`src/rtl/router_reg_param.sv`:
```
// Router packet register stage: header capture, dout mux, hold buffer, parity check.
// Optional LEN_CHECK_EN adds len_err (payload count vs header length field).
module router_reg_param #(
  parameter int DATA_W     = 8,
  parameter int HOLD_DEPTH = 2,
  parameter int CNT_W      = 6
) (
  input  logic              clk,
  input  logic              rst,
  input  logic              pkt_valid,
  input  logic [DATA_W-1:0] data_in,
  input  logic              fifo_full,
  input  logic              detect_add,
  input  logic              lfd_state,
  input  logic              ld_state,
  input  logic              laf_state,
  input  logic              full_state,
  input  logic              rst_int_reg,
  output logic [DATA_W-1:0] dout,
  output logic              dout_vld,
  output logic              parity_done,
  output logic              low_pkt_valid,
  output logic              err,
  output logic [3:0]        hold_cnt,
  output logic              hold_ovf,
  output logic [CNT_W-1:0]  pay_cnt
`ifdef LEN_CHECK_EN
  ,
  output logic              len_err
`endif
);

  localparam int PW = (HOLD_DEPTH > 1) ? $clog2(HOLD_DEPTH) : 1;

  logic [DATA_W-1:0] hdr_q, hdr_d;
  logic [DATA_W-1:0] par_q, par_d;
  logic [DATA_W-1:0] ppar_q, ppar_d;
  logic [DATA_W-1:0] dout_q, dout_d;
  logic              vld_q, vld_d;
  logic              pd_q, pd_d;
  logic              lpv_q, lpv_d;
  logic              err_q, err_d;
  logic [3:0]        cnt_q, cnt_d;
  logic              ovf_q, ovf_d;
  logic [CNT_W-1:0]  pay_q, pay_d;
  logic [PW-1:0]     wr_q, wr_d;
  logic [PW-1:0]     rd_q, rd_d;
  logic              len_q, len_d;
  logic [DATA_W-1:0] hold_q [HOLD_DEPTH];

  logic hdr_ld, acc, push, hfull, wr_en, ld_out, pop_en, len_bad;

  function automatic logic [PW-1:0] nxt(input logic [PW-1:0] p);
    return (p == PW'(HOLD_DEPTH - 1)) ? '0 : p + PW'(1);
  endfunction

  assign hdr_ld = detect_add & pkt_valid;
  assign acc    = ld_state & pkt_valid & ~full_state;
  assign push   = ld_state & fifo_full;
  assign hfull  = (cnt_q == 4'(HOLD_DEPTH));
  assign wr_en  = push & ~hfull;
  assign ld_out = ld_state & ~fifo_full;
  // A pop only happens when the hold buffer wins the dout mux
  assign pop_en = ~lfd_state & ~ld_out & laf_state
                & (cnt_q != 4'd0) & ~fifo_full;

`ifdef LEN_CHECK_EN
  assign len_bad = (32'(pay_q) != 32'(hdr_q[DATA_W-1:2]));
`else
  assign len_bad = 1'b0;
`endif

  always_comb begin
    hdr_d  = hdr_q;
    par_d  = par_q;
    ppar_d = ppar_q;
    dout_d = dout_q;
    vld_d  = 1'b0;
    pd_d   = pd_q;
    lpv_d  = lpv_q;
    ovf_d  = ovf_q;
    pay_d  = pay_q;
    wr_d   = wr_q;
    rd_d   = rd_q;
    len_d  = len_q;
    cnt_d  = cnt_q + {3'b0, wr_en} - {3'b0, pop_en};
    if (hdr_ld) begin
      hdr_d = data_in;
      par_d = '0;
      pay_d = '0;
    end else if (lfd_state) begin
      par_d = par_q ^ hdr_q;
    end else if (acc) begin
      par_d = par_q ^ data_in;
      if (pay_q != '1) pay_d = pay_q + CNT_W'(1);
    end
    if (ld_state & ~pkt_valid) begin
      ppar_d = data_in;
      lpv_d  = 1'b1;
    end else if (rst_int_reg) begin
      lpv_d  = 1'b0;
    end
    if (lfd_state) begin
      dout_d = hdr_q;
      vld_d  = 1'b1;
    end else if (ld_out) begin
      dout_d = data_in;
      vld_d  = 1'b1;
    end else if (pop_en) begin
      dout_d = hold_q[rd_q];
      vld_d  = 1'b1;
    end
    if (wr_en)  wr_d = nxt(wr_q);
    if (pop_en) rd_d = nxt(rd_q);
    if (push & hfull)   ovf_d = 1'b1;
    else if (detect_add) ovf_d = 1'b0;
    if (detect_add)
      pd_d = 1'b0;
    else if (ld_out & ~pkt_valid)
      pd_d = 1'b1;
    else if (laf_state & lpv_q & (cnt_q == 4'd0) & ~pd_q)
      pd_d = 1'b1;
    if (detect_add)          len_d = 1'b0;
    else if (pd_d & ~pd_q)   len_d = len_bad;
    err_d = pd_q & ((par_q != ppar_q) | ovf_q | len_q);
  end

  always_ff @(posedge clk) begin
    if (rst) begin
      hdr_q  <= '0;
      par_q  <= '0;
      ppar_q <= '0;
      dout_q <= '0;
      vld_q  <= 1'b0;
      pd_q   <= 1'b0;
      lpv_q  <= 1'b0;
      err_q  <= 1'b0;
      cnt_q  <= '0;
      ovf_q  <= 1'b0;
      pay_q  <= '0;
      wr_q   <= '0;
      rd_q   <= '0;
      len_q  <= 1'b0;
      for (int i = 0; i < HOLD_DEPTH; i++) hold_q[i] <= '0;
    end else begin
      hdr_q  <= hdr_d;
      par_q  <= par_d;
      ppar_q <= ppar_d;
      dout_q <= dout_d;
      vld_q  <= vld_d;
      pd_q   <= pd_d;
      lpv_q  <= lpv_d;
      err_q  <= err_d;
      cnt_q  <= cnt_d;
      ovf_q  <= ovf_d;
      pay_q  <= pay_d;
      wr_q   <= wr_d;
      rd_q   <= rd_d;
      len_q  <= len_d;
      if (wr_en) hold_q[wr_q] <= data_in;
    end
  end

  assign dout          = dout_q;
  assign dout_vld      = vld_q;
  assign parity_done   = pd_q;
  assign low_pkt_valid = lpv_q;
  assign err           = err_q;
  assign hold_cnt      = cnt_q;
  assign hold_ovf      = ovf_q;
  assign pay_cnt       = pay_q;
`ifdef LEN_CHECK_EN
  assign len_err       = len_q;
`endif

endmodule

```
`config.mk`:
```
export PLATFORM = sky130hd
export DESIGN_NAME = router_reg_param
export DESIGN_NICKNAME = d
export VERILOG_FILES = /design/src/rtl/router_reg_param.sv
export SDC_FILE = /design/constraint.sdc
export NUM_CORES = 1
export LEC_CHECK = 0
export BUFFER_PORTS_ARGS = -buffer_cell sky130_fd_sc_hd__buf_2
export CELL_PAD_IN_SITES_DETAIL_PLACEMENT = 1
export CELL_PAD_IN_SITES_GLOBAL_PLACEMENT = 2
export CORE_ASPECT_RATIO = 0.8
export CORE_MARGIN = 2
export CORE_UTILIZATION = 30
export CTS_CLUSTER_DIAMETER = 60
export CTS_CLUSTER_SIZE = 25
export DETAILED_ROUTE_END_ITERATION = 16
export GPL_TIMING_DRIVEN = 1
export PLACE_DENSITY_LB_ADDON = 0.1
export SETUP_SLACK_MARGIN = 0.05
export SLEW_MARGIN = 20
export SYNTH_ARGS = -nofsm -noshare
export SYNTH_HDL_FRONTEND = slang
export SYNTH_SLANG_ARGS = --single-unit
```
`constraint.sdc`:
```
create_clock -name clk -period 2.7 [get_ports clk]
set_clock_uncertainty 0.2 [all_clocks]
set_input_delay 0.81 -clock clk [delete_from_list [all_inputs] [get_ports clk]]
set_output_delay 0.81 -clock clk [all_outputs]
set_load 0.005 [all_outputs]
```
== Yosys cells after proc, flatten, opt, wreduce, memory -nomap -nowiden ==
Memories as Yosys holds them, arrays and structs flattened. A register that Yosys moved wholly into a read port is not among the register bits.
Index checks and enable logic that the tools add are counted.
Operators by class
  $add $sub $neg: 5
  equal/unequal tests: 3
  muxes and demuxes: 26
  bitwise operators: 27
  reductions and logical operators: 11
Operators by type and width (count)
  8-bit two-way mux: 6
  1-bit two-way mux: 20
  1-bit bitwise AND: 17
  8-bit bitwise XOR: 2
  8-bit inequality test: 1
  2-bit nonzero test: 4
  8-bit OR reduction: 1
  1-bit inverter: 7
  6-bit by 1-bit adder with 6-bit output (second input constant): 1
  6-bit inequality test (second input constant): 1
  4-bit by 1-bit adder with 4-bit output: 1
  4-bit by 2-bit == test with 1-bit output (second input constant): 1
  4-bit logical NOT: 1
  4-bit nonzero test: 1
  2-bit OR reduction: 2
  4-bit by 1-bit subtractor with 4-bit output: 1
  3-bit AND reduction: 1
  3-bit nonzero test: 1
  1-bit adder (second input constant): 2
  1-bit bitwise OR: 1
Storage, ports and cells
  register bits after elaboration: 49
  RAM bits: 16
  output and inout port bits: 23
  word-level logic and storage cells: 86
  memories: 1
Memories
  hold_q: words 2, width 8, rd ports 1, clocked after Yosys merged registers in 1, write ports 2, RTL line 49  | logic [DATA_W-1:0] hold_q [HOLD_DEPTH];

== Longest topological paths before layout ==
  depth in word-level cells: 10
  depth in mapped cells: 11

== Worst setup path before layout ==
OpenSTA, ideal clock, no wires.
  path kind: in2reg
  start: in fifo_full
  end: reg cnt_q[1], in the netlist hold_cnt[1]
  arrival time: 2.235 ns
  required time: 2.372 ns
  slack: 0.137 ns
  stages on the path: 7
  buffers on the path: 0
  cells stage by stage: nand2b_1 -> nor4b_4 -> ha_1 -> inv_1 -> ha_1 -> fa_1 -> nor2b_1
Between the ends
  cells in the longest elaborated chain, start to end: 8
  elaborated cells on any way between the ends: 11
RTL lines
  start: declaration: RTL line 12  | input logic fifo_full,
  1-bit inverter *: RTL line 62, 65
  1-bit bitwise AND: RTL line 62  | assign ld_out = ld_state & ~fifo_full;
  1-bit inverter: RTL line 64  | assign pop_en = ~lfd_state & ~ld_out & laf_state
  1-bit bitwise AND (2 in series): RTL line 64
  1-bit bitwise AND: RTL line 65  | & (cnt_q != 4'd0) & ~fifo_full;
  1-bit bitwise AND *: RTL line 65
  named net pop_en: RTL line 51  | logic hdr_ld, acc, push, hfull, wr_en, ld_out, pop_en, len_bad;
  4-bit by 1-bit subtractor with 4-bit output *: RTL line 86  | cnt_d = cnt_q + {3'b0, wr_en} - {3'b0, pop_en};
  named net cnt_d[1]: RTL line 43  | logic [3:0] cnt_q, cnt_d;
  end signal: assignment: RTL line 154  | cnt_q <= cnt_d;
  end: declaration: RTL line 43
The timed path passes the listed nets; every way through them passes the cells marked *.
A chain may end at the register's enable or synchronous reset.

== Worst setup path in the final report ==
  start: reg cnt_q[2], in the netlist hold_cnt[2]
  end: reg cnt_q[1], in the netlist hold_cnt[1]
Between the ends
  elaborated cells on any way between the ends: 8
RTL lines (RTL line)
  4-bit nonzero test: 65
  1-bit bitwise AND (2 in series): 65
  named net pop_en: 51
  4-bit by 1-bit subtractor with 4-bit output: 86
  named net cnt_d[1]: 43
The timed path passes the listed nets, and every way through them passes these cells.

==> run summary <==
post-DP HPWL -> 5698 um
CTS Sinks -> 66
routed len/inst -> 15.67 um
vias in the first global route -> 2343
DIE AREA -> 0.01091 sq mm
peak supply drop -> 0.2826 mV
Fin. Hold Viols -> 0
end of the worst hold path -> ppar_q[1]
fin area -> 0.003690 sq mm
RR Endpoint -> hold_cnt[1]
Worst Setup End Kind -> flop
Final ANT Viol Nets -> 0
post-CTS resize count -> 0
GP Congestion -> 0.7321
Via density -> 4.724
global route overflow -> 0
global-route wire length before repair -> 12770 um
Fmax -> 413.8 MHz
# IOs -> 41
gr usage total -> 15.92%
CTS Buf Count -> 9
max-cap viol count -> 0
via count -> 2348
fin nets -> 381
Max clock buf depth -> 2
TritonCTS clock tree -> yes
Initial DRC Count -> 99
asr flop ratio synth -> 0%
WS Path Type -> flop to flop
worst-skew pair later-pin latency -> 0.32 ns
crit path max fanout -> 4
most frequent cells in the layout -> 50 x dfxtp_1, 40 x buf_2, 29 x nor2_1
Gate Count Post-Synth -> 307
Slew Limit Headroom -> 68.05%
fin crit share -> 89.50%
post-synth net total -> 332
Crit-path slowest cell -> fa_1
Mapped Area -> 0.003027 sq mm
commonest non-fill, non-tap cell in the layout -> dfxtp_1
chip height -> 93.84 um
DRC -> 0
measured slew at the worst slew-check pin -> 0.4766 ns
Yosys warnings -> 0
Die X -> 116.3 um
share of cells above drive strength 1 -> 21.05%
Synth cell types -> 42
Starting Density -> 31.11%
Total Power -> 2.585 mW
Worst Path Required -> 2.71 ns
Synth Flop Type -> dfxtp_1
final core occ -> 37.92%
Post-CTS Repair Setup Buffers -> 0
# port buffers -> 40
final WL -> 7789 um
Core Rows -> 32
worst r2r src -> hold_cnt[2]
CTS Hold Buffers Added -> 0
Final min period -> 2.416 ns
worst-path cell chain -> inv_1 > ha_1 > nor3b_4 > nor4b_4 > ha_1 > inv_1 > ha_1 > fa_1 > nor2b_1
arrival time worst endpoint -> 2.43 ns
hold path startpoint -> ppar_q[1]
Final Slew Violations -> 0
CP max stage delay -> 0.41 ns
number of diodes -> 0
flops & latches, synth -> 66
Post-synth EDFFs -> 16
Worst-path clk slew -> 0.05 ns
crit-path most repeated cell -> ha_1
R2R Setup Slk -> 0.28 ns
placed inst area -> 0.003425 sq mm
initial antenna violation count -> 0
r2r worst-path depth -> 9
final setup vio count -> 0
static leakage -> 1.445 nW
status -> completed
pwr dens -> 700.6 mW/mm^2
H-tree Lvls -> 3
Worst Hold Class -> flop to flop
Post-Syn Area per Cell -> 9.859 sq um
setup TNS -> 0 ns
hold path depth -> 2
setup repair after global routing missed its margin -> false
Detailed Routing Iterations Pass 1 -> 4
Layout area overhead -> 21.91%
clk root buf -> clkbuf_16
largest net degree at the start of global routing -> 27
WHS -> 0.2684 ns
post-synthesis sequential area ratio -> 48.95%
Worst setup SP type -> flop
Core Box Area -> 0.009729 sq mm
-- cell type report --
| cell class | instances | area [sq um] |
|---|---|---|
| clock inverter | 3 | 15.01 |
| clock buffer | 13 | 250.2 |
| sequential | 66 | 1481 |
| fill | 1104 | 6040 |
| inverter | 7 | 26.28 |
| tap | 136 | 170.2 |
| timing repair buffer | 56 | 320.3 |
| multi-input combinational | 216 | 1426 |
-- sequential cells by signal (all words and copies together) (netlist names), 4 cells and up, named ones only --
| name | count |
|---|---|
| par_q | 8 |
| pay_cnt | 6 |
| ppar_q | 8 |
| hold_q | 16 |
| dout | 8 |
| hold_cnt | 4 |
| hdr_q | 8 |
-- metrics by stage --
stage               instances  worst slack (ns)
finish                    497            0.2836
global route              497            0.1121
CTS                       497            0.2423
detailed placement        481          -0.05050
global placement          481          0.005751
floorplan                 307            0.1367
-- routing by layer --
metal	routed length, um	up-vias	global-route usage [%]
li1	-	1165	-
met1	4063	1129	22.89
met2	3306	46	22.72
met3	346	8	4.645
met4	73	0	5.060
met5	0	-	0
-- cells by family (layout without fill, tap and decap cells) --
logic type,Yosys count,in the layout,share of synthesized area (%)
AOI/OAI and AO/OA,51,51,11.25
xor gates and xnor gates,24,24,6.945
adders and majority gates,7,7,3.142
buffers and inverters,25,79,3.927
DFF,66,66,48.95
muxes,10,10,3.307
and+or+nand+nor,124,124,22.49
-- worst max-delay path, delay by kind of cell (launching register included) --
kind | cells | cell delay, ns
AND/OR/NAND/NOR | 3 | 0.61
buffers and inverters | 2 | 0.12
adder cells (fa/ha/maj) | 4 | 1.06
flip-flops | 1 | 0.32
-- synth_stat cells, types with 4 or more instances --
master	instances	share of area [%]
dfxtp_1	50	33
nor2_1	29	3.6
nand2_1	28	3.5
a21oi_1	18	3.0
and2_1	17	3.5
a211oi_1	16	4.0
edfxtp_1	16	16
xor2_1	13	3.8
xnor2_1	11	3.2
mux2i_1	10	3.3
nand3_1	10	1.7
nor3b_1	9	2.2
a22oi_1	8	2.0
clkbuf_1	8	0.99
nor3_1	8	1.3
inv_1	7	0.87
ha_1	6	2.5
buf_2	5	0.83
nand2b_1	5	1.0
nor2b_1	4	0.83
-- report_power, final --
group / switching, mW / total, mW / internal [mW] / leakage, nW
sequential: 0.0458 / 1.13 / 1.08 / 0.576
clock: 0.402 / 1.04 / 0.642 / 0.133
combinational: 0.221 / 0.411 / 0.190 / 0.736
total: 0.669 / 2.59 / 1.92 / 1.45
-- how the worst max path moves through the flow --
stage                      from          end  slack [ns]  cells past startpoint
floorplan             fifo_full  hold_cnt[1]        0.14                      7
global placement      fifo_full  hold_cnt[1]       0.006                      8
detailed placement    fifo_full  hold_cnt[1]       -0.05                      8
CTS                 hold_cnt[2]  hold_cnt[1]        0.24                      9
global route        hold_cnt[2]  hold_cnt[3]        0.11                     11
finish              hold_cnt[2]  hold_cnt[1]        0.28                      9
No activity file was read; power rests on OpenSTA's default activity.
